`config.mk`:
```
export PLATFORM = sky130hd
export DESIGN_NAME = dmem_responder
export DESIGN_NICKNAME = d
export VERILOG_FILES = /design/src/rtl/dmem_responder.sv
export SDC_FILE = /design/constraint.sdc
export NUM_CORES = 2
export LEC_CHECK = 0
export CORE_MARGIN = 4
export CORE_UTILIZATION = 40
export CTS_BUF_LIST = sky130_fd_sc_hd__clkbuf_4 sky130_fd_sc_hd__clkbuf_8
export CTS_CLUSTER_DIAMETER = 100
export CTS_CLUSTER_SIZE = 10
export DETAILED_ROUTE_END_ITERATION = 8
export MAX_ROUTING_LAYER = met4
export PLACE_DENSITY = 0.52
export SYNTH_ARGS = -nofsm -noshare
export SYNTH_HDL_FRONTEND = slang
export SYNTH_SLANG_ARGS = --single-unit
```
`constraint.sdc`:
```
create_clock -name clk -period 11.1 [get_ports clk]
set_input_delay 2.22 -clock clk [delete_from_list [all_inputs] [get_ports clk]]
set_output_delay 2.22 -clock clk [all_outputs]
set_load 0.05 [all_outputs]
```
`src/rtl/dmem_responder.sv`:
```
// dmem_responder: single-outstanding data-memory responder with a fixed
// request-to-response latency.
//
// Byte-addressed accesses (word/half/byte, signed and unsigned) go to a
// DEPTH_WORDS x 32 array. Stores commit on the acceptance edge. Loads read
// the addressed word on that same edge. The response appears LATENCY cycles
// later and is held until it is handshaked.
//
// Ports
//   clk, reset                          clock, synchronous active-high reset
//   req_valid/req_ready                 request handshake (ready only in IDLE)
//   req_we, req_addr, req_wdata         store flag, byte address, store data
//   req_type                            000 w, 001 h, 010 hu, 011 b, 100 bu
//   resp_valid/resp_ready               response handshake
//   resp_rdata, resp_err                load result / misaligned-or-illegal flag
module dmem_responder #(
  parameter int DEPTH_WORDS = 128,
  parameter int LATENCY     = 2
) (
  input  logic        clk,
  input  logic        reset,
  input  logic        req_valid,
  output logic        req_ready,
  input  logic        req_we,
  input  logic [31:0] req_addr,
  input  logic [31:0] req_wdata,
  input  logic [2:0]  req_type,
  output logic        resp_valid,
  input  logic        resp_ready,
  output logic [31:0] resp_rdata,
  output logic        resp_err
);
  localparam int AW = $clog2(DEPTH_WORDS);

  typedef enum logic [1:0] {IDLE, WAIT, RESP} state_t;

  state_t      state, state_nxt;
  logic [3:0]  cnt, cnt_nxt;
  logic [31:0] mem [DEPTH_WORDS];
  logic [31:0] rdata_q;
  logic        err_q;

  logic          accept;
  logic [AW-1:0] idx;
  logic          err;
  logic [3:0]    wmask;
  logic [31:0]   wword;
  logic [31:0]   cur, cur_sh, ld;
  logic [15:0]   half;
  logic [7:0]    byte_v;

  // Address bits above the array size wrap silently.
  logic unused_addr;
  assign unused_addr = &{1'b0, req_addr[31:AW+2]};

  // Reset wins over a request presented in the same cycle.
  assign accept = req_valid & req_ready & ~reset;
  assign idx    = req_addr[AW+1:2];

  // Alignment / type legality plus store lane mask, all from the live request.
  always_comb begin
    err   = 1'b0;
    wmask = 4'b0000;
    wword = req_wdata;
    case (req_type)
      3'b000: begin
        err   = |req_addr[1:0];
        wmask = 4'b1111;
      end
      3'b001, 3'b010: begin
        err   = req_addr[0];
        wmask = req_addr[1] ? 4'b1100 : 4'b0011;
        wword = {2{req_wdata[15:0]}};
      end
      3'b011, 3'b100: begin
        wmask = 4'b0001 << req_addr[1:0];
        wword = {4{req_wdata[7:0]}};
      end
      default: err = 1'b1;
    endcase
  end

  // Load extraction from the word as it stands before this edge's write.
  assign cur    = mem[idx];
  assign cur_sh = cur >> {req_addr[1:0], 3'b000};
  assign byte_v = cur_sh[7:0];
  assign half   = req_addr[1] ? cur[31:16] : cur[15:0];

  always_comb begin
    ld = 32'h0;
    if (!req_we && !err) begin
      case (req_type)
        3'b000:  ld = cur;
        3'b001:  ld = {{16{half[15]}}, half};
        3'b010:  ld = {16'h0, half};
        3'b011:  ld = {{24{byte_v[7]}}, byte_v};
        3'b100:  ld = {24'h0, byte_v};
        default: ld = 32'h0;
      endcase
    end
  end

  // Storage is never reset.
  always_ff @(posedge clk) begin
    if (accept && req_we && !err) begin
      for (int b = 0; b < 4; b++) begin
        if (wmask[b]) mem[idx][8*b +: 8] <= wword[8*b +: 8];
      end
    end
  end

  always_ff @(posedge clk) begin
    if (reset) begin
      state   <= IDLE;
      cnt     <= 4'd0;
      rdata_q <= 32'h0;
      err_q   <= 1'b0;
    end else begin
      state <= state_nxt;
      cnt   <= cnt_nxt;
      if (accept) begin
        rdata_q <= ld;
        err_q   <= err;
      end
    end
  end

  // WAIT leaves when the counter would hit zero, so resp_valid is first
  // sampled by the initiator on the LATENCY-th edge after acceptance.
  always_comb begin
    state_nxt = state;
    cnt_nxt   = cnt;
    case (state)
      IDLE: if (accept) begin
        cnt_nxt   = 4'(LATENCY - 1);
        state_nxt = (LATENCY == 1) ? RESP : WAIT;
      end
      WAIT: begin
        cnt_nxt = cnt - 4'd1;
        if (cnt == 4'd1) state_nxt = RESP;
      end
      RESP: if (resp_ready) state_nxt = IDLE;
      default: state_nxt = IDLE;
    endcase
  end

  assign req_ready  = (state == IDLE);
  assign resp_valid = (state == RESP);
  assign resp_rdata = resp_valid ? rdata_q : 32'h0;
  assign resp_err   = resp_valid & err_q;
endmodule

```
==> impl_table.tex <==
\begin{tabular}{lr}
\hline
Metric & Value \\
\hline
\multicolumn{2}{l}{\textbf{Outcome}} \\
\quad Result of the run & finished with violations \\
\quad Violated checks & max-capacitance violations \\
\multicolumn{2}{l}{\textbf{Detailed routing}} \\
\quad Average via count per standard cell & 6.50 \\
\quad Drt first-iter violations & 15800 \\
\quad Drt first pass iters & 8 \\
\quad Wire length reported by the detailed router & 652000 µm \\
\quad Drt drc & 0 \\
\quad Antenna viol nets, final & 0 \\
\quad Via Count & 98000 \\
\quad Wirelength per Cell & 43.3 µm \\
\multicolumn{2}{l}{\textbf{CTS}} \\
\quad CTS tree & done \\
\quad Clock-pin slew on the worst setup and hold paths & 0.08 ns \\
\quad Post-cts repair resize count & 0 \\
\quad CTS Buf Count & 451 \\
\quad Hold buffer count at CTS & 0 \\
\quad Clock tree buffer depth & 4 \\
\quad Post-CTS setup buffers & 0 \\
\quad Count of clock tree sinks & 4135 \\
\quad Clock latency of the later-clocked register in the worst-skew pair & 1.20 ns \\
\quad H-tree Lvls & 5 \\
\quad Root buffer cell & sky130\_fd\_sc\_hd\_\_clkbuf\_8 \\
\multicolumn{2}{l}{\textbf{Final layout}} \\
\quad Most common library cell in the layout ignoring fill and taps & sky130\_fd\_sc\_hd\_\_edfxtp\_1 \\
\quad Top library cells by usage in the layout, fill and taps aside & 4096 x sky130\_fd\_sc\_hd\_\_edfxtp\_1, 734 x sky130\_fd\_sc\_hd\_\_nor2\_1, 631 x sky130\_fd\_sc\_hd\_\_mux2i\_1 \\
\quad Area used by multi-input combinational logic & 0.0353 mm² \\
\quad \# nets final & 9554 \\
\quad Fill cell count & 35000 \\
\quad Share of post-route cells with drive strength above 1 & 15.5\% \\
\quad Seq. cell area & 0.124 mm² \\
\quad Synth-to-layout area growth & 8.99\% \\
\multicolumn{2}{l}{\textbf{Critical path}} \\
\quad Worst path top cell family by delay & compound AO/OA/AOI/OAI gates \\
\quad Required time at the endpoint of the critical path & 12.14 ns \\
\quad Critical path's slowest cell & sky130\_fd\_sc\_hd\_\_nand4\_1 \\
\quad Worst Setup Start Kind & primary input \\
\quad CP Data Arrival Time & 8.32 ns \\
\quad Critical path buffers and inverters & 3 \\
\quad CP max stage delay & 1.25 ns \\
\quad Kind of critical path & primary input to register \\
\quad CP Max Fanout & 57 \\
\quad Series of cell instances along the critical path & buf\_8 > buf\_4 > nor2b\_4 > buf\_4 > a221oi\_1 > nor2\_1 > a2111oi\_0 > a211oi\_1 > a2111oi\_1 > nand4\_1 > a22oi\_1 > a311oi\_1 \\
\quad Cell with the most instances on the worst path & sky130\_fd\_sc\_hd\_\_buf\_4 \\
\quad CP endpoint kind & register \\
\multicolumn{2}{l}{\textbf{STA}} \\
\quad Post-route minimum period & 7.28 ns \\
\quad Worst Tran Pin Value & 1.47 ns \\
\quad Final Skew & 0.0661 ns \\
\quad Setup repair after global routing missed its margin & false \\
\quad Crit share post-route & 65.6\% \\
\quad Setup slack of the critical path after layout & 3.82 ns \\
\quad Number of hold violations in the final report & 0 \\
\quad Worst-case headroom to the max-slew limit & 1.51\% \\
\quad Max Transition Viols Final & 0 \\
\quad Aggregate negative setup slack & 0 ns \\
\quad Maximum clock frequency & 137 MHz \\
\quad \# setup viols final & 0 \\
\multicolumn{2}{l}{\textbf{Synth}} \\
\quad Unique cell type count in the Yosys netlist & 84 \\
\quad Area share of the largest cell type after synthesis & 75.9\% \\
\quad Synthesis-stage register bit count & 4135 \\
\quad Fraction of synthesis flops using an asynchronous set or reset pin & 0\% \\
\quad Post-Syn Area & 0.162 mm² \\
\quad Post-synth EDFFs & 4096 \\
\quad Total of warnings raised by yosys & 0 \\
\quad Cell types with the largest area share after synthesis & sky130\_fd\_sc\_hd\_\_edfxtp\_1 76\%, sky130\_fd\_sc\_hd\_\_mux2i\_1 3.9\%, sky130\_fd\_sc\_hd\_\_mux4\_2 3.2\% \\
\quad Sequential area share after synthesis & 76.4\% \\
\quad Post-Syn Area per Cell & 17.5 µm² \\
\quad Commonest register cell after synthesis & sky130\_fd\_sc\_hd\_\_edfxtp\_1 \\
\quad Library cell occupying the most area in the post-synthesis netlist & sky130\_fd\_sc\_hd\_\_edfxtp\_1 \\
\quad Synthesized instance count & 9282 \\
\quad Post-synthesis net count & 9356 \\
\multicolumn{2}{l}{\textbf{Min path}} \\
\quad Class of the tightest hold or removal check & register to register \\
\multicolumn{2}{l}{\textbf{Floorplanning}} \\
\quad Area of the die & 0.415 mm² \\
\quad Chip Height & 645 µm \\
\quad Initial Utilization & 40.2\% \\
\quad Number of top-level design ports & 107 \\
\quad Die width & 645 µm \\
\quad Area of the core & 0.403 mm² \\
\quad Standard-cell row count & 233 \\
\multicolumn{2}{l}{\textbf{GRT}} \\
\quad Number of global-route vias before repair & 92600 \\
\quad First-pass GRT wire length & 858000 µm \\
\quad Pin count of the biggest net entering global routing & 105 \\
\quad Global Route Usage Sum & 31.5\% \\
\quad Number of antenna violations at the first check in global routing & 103 \\
\quad Remaining global-route overflow & 0 \\
\multicolumn{2}{l}{\textbf{Power}} \\
\quad Total leakage power & 0.0542 µW \\
\quad Total power density per cell area & 162 mW/mm² \\
\quad Max VDD drop & 0.105 mV \\
\multicolumn{2}{l}{\textbf{Placement}} \\
\quad Quantity of I/O buffers inserted on ports & 83 \\
\quad Gpl congestion & 0.934 \\
\quad Worst slack at placement & 3.02 ns \\
\quad Half-perimeter wire length after placement & 399000 µm \\
\multicolumn{2}{l}{\textbf{Job}} \\
\quad Max-cap check violation count & 1 \\
\hline
\end{tabular}
==> layout make-up <==
cell class	count	area share, %
clock buffer	492	3.71
clock inverter	21	0.0992
sequential	4135	70.1
multi-input combinational	4472	20.0
inverter	14	0.0439
timing repair buffer	406	2.06
tap	5405	3.83
antenna	123	0.174
==> kinds of logic (layout without fill, tap and decap cells) <==
family	count (synthesis)	in the layout	synth area share [%]
AOI/OAI and AO/OA	1958	1958	8.88
xor gates and xnor gates	1	1	0.00541
adders and majority gates	2	2	0.0154
buffers and inverters	675	933	2.11
DFF	4135	4135	76.4
muxes	1160	1160	9.16
other	0	123	0
and+or+nand+nor	1351	1351	3.45
==> report_power, final <==
group	internal, µW	switching [µW]	leakage (µW)
Combinational	514	1760	0.0136
Sequential	17300	5.08	0.0371
Clock	3790	5300	0.00351
Total	21600	7070	0.0542
==> metrics by stage <==
stage,std cells,cell area [µm²],hold slack (ns),util (%),total power [µW]
global placement,14400,170000,0.455,42.1,19800
global route,15000,177000,0.502,43.8,29300
finish,15100,177000,0.492,43.8,28700
detailed placement,14400,170000,0.474,42.1,19900
CTS,14900,176000,0.490,43.7,28700
floorplan,9282,162000,0.423,-,18700
==> layer usage <==
layer	routed length (µm)	track usage, %	vias up	share of wire, %
li1	-	-	38000	-
met1	243000	39.6	51900	37
met2	285000	44.7	6800	44
met3	82000	10.4	1308	13
met4	41400	17.6	0	6.4
met5	0	-	-	0
==> registers in the layout (all words and copies together), names as in the netlist <==
signal   cells
cnt          4
err_q        1
mem       4096
rdata_q     32
state        2
==> worst paths after layout <==
check | from | slack (ns) | cells after the start | endpoint
max reg2reg | mem[27][16] | 6.30 | 8 | rdata_q[0]
min reg2reg | rdata_q[18] | 0.49 | 1 | rdata_q[18]
min | rdata_q[18] | 0.49 | 1 | rdata_q[18]
max | req_addr[2] | 3.82 | 12 | rdata_q[0]
==> Yosys cell counts (8+ instances only) <==
cell,count
sky130_fd_sc_hd__a2111oi_0,10
sky130_fd_sc_hd__a211o_1,9
sky130_fd_sc_hd__a211oi_1,35
sky130_fd_sc_hd__a21oi_1,328
sky130_fd_sc_hd__a221o_1,112
sky130_fd_sc_hd__a221oi_1,381
sky130_fd_sc_hd__a222oi_1,18
sky130_fd_sc_hd__a22o_1,64
sky130_fd_sc_hd__a22oi_1,373
sky130_fd_sc_hd__a311oi_1,16
sky130_fd_sc_hd__a31oi_1,36
sky130_fd_sc_hd__a41oi_1,8
sky130_fd_sc_hd__and2_1,43
sky130_fd_sc_hd__buf_1,62
sky130_fd_sc_hd__buf_2,235
sky130_fd_sc_hd__buf_4,84
sky130_fd_sc_hd__buf_6,34
sky130_fd_sc_hd__clkbuf_1,244
sky130_fd_sc_hd__dfxtp_1,39
sky130_fd_sc_hd__edfxtp_1,4096
sky130_fd_sc_hd__inv_1,12
sky130_fd_sc_hd__mux2_2,301
sky130_fd_sc_hd__mux2i_1,631
sky130_fd_sc_hd__mux4_2,228
sky130_fd_sc_hd__nand2_1,392
sky130_fd_sc_hd__nand2b_1,8
sky130_fd_sc_hd__nand3_1,41
sky130_fd_sc_hd__nand4_1,19
sky130_fd_sc_hd__nor2_1,750
sky130_fd_sc_hd__nor2b_1,13
sky130_fd_sc_hd__nor3_1,21
sky130_fd_sc_hd__nor3b_1,8
sky130_fd_sc_hd__nor4_1,12
sky130_fd_sc_hd__o211ai_1,36
sky130_fd_sc_hd__o21ai_0,211
sky130_fd_sc_hd__o221ai_1,63
sky130_fd_sc_hd__o22a_1,14
sky130_fd_sc_hd__o22ai_1,112
sky130_fd_sc_hd__o2bb2ai_1,35
sky130_fd_sc_hd__o41ai_1,19
Power figures use the tool's default switching activity.
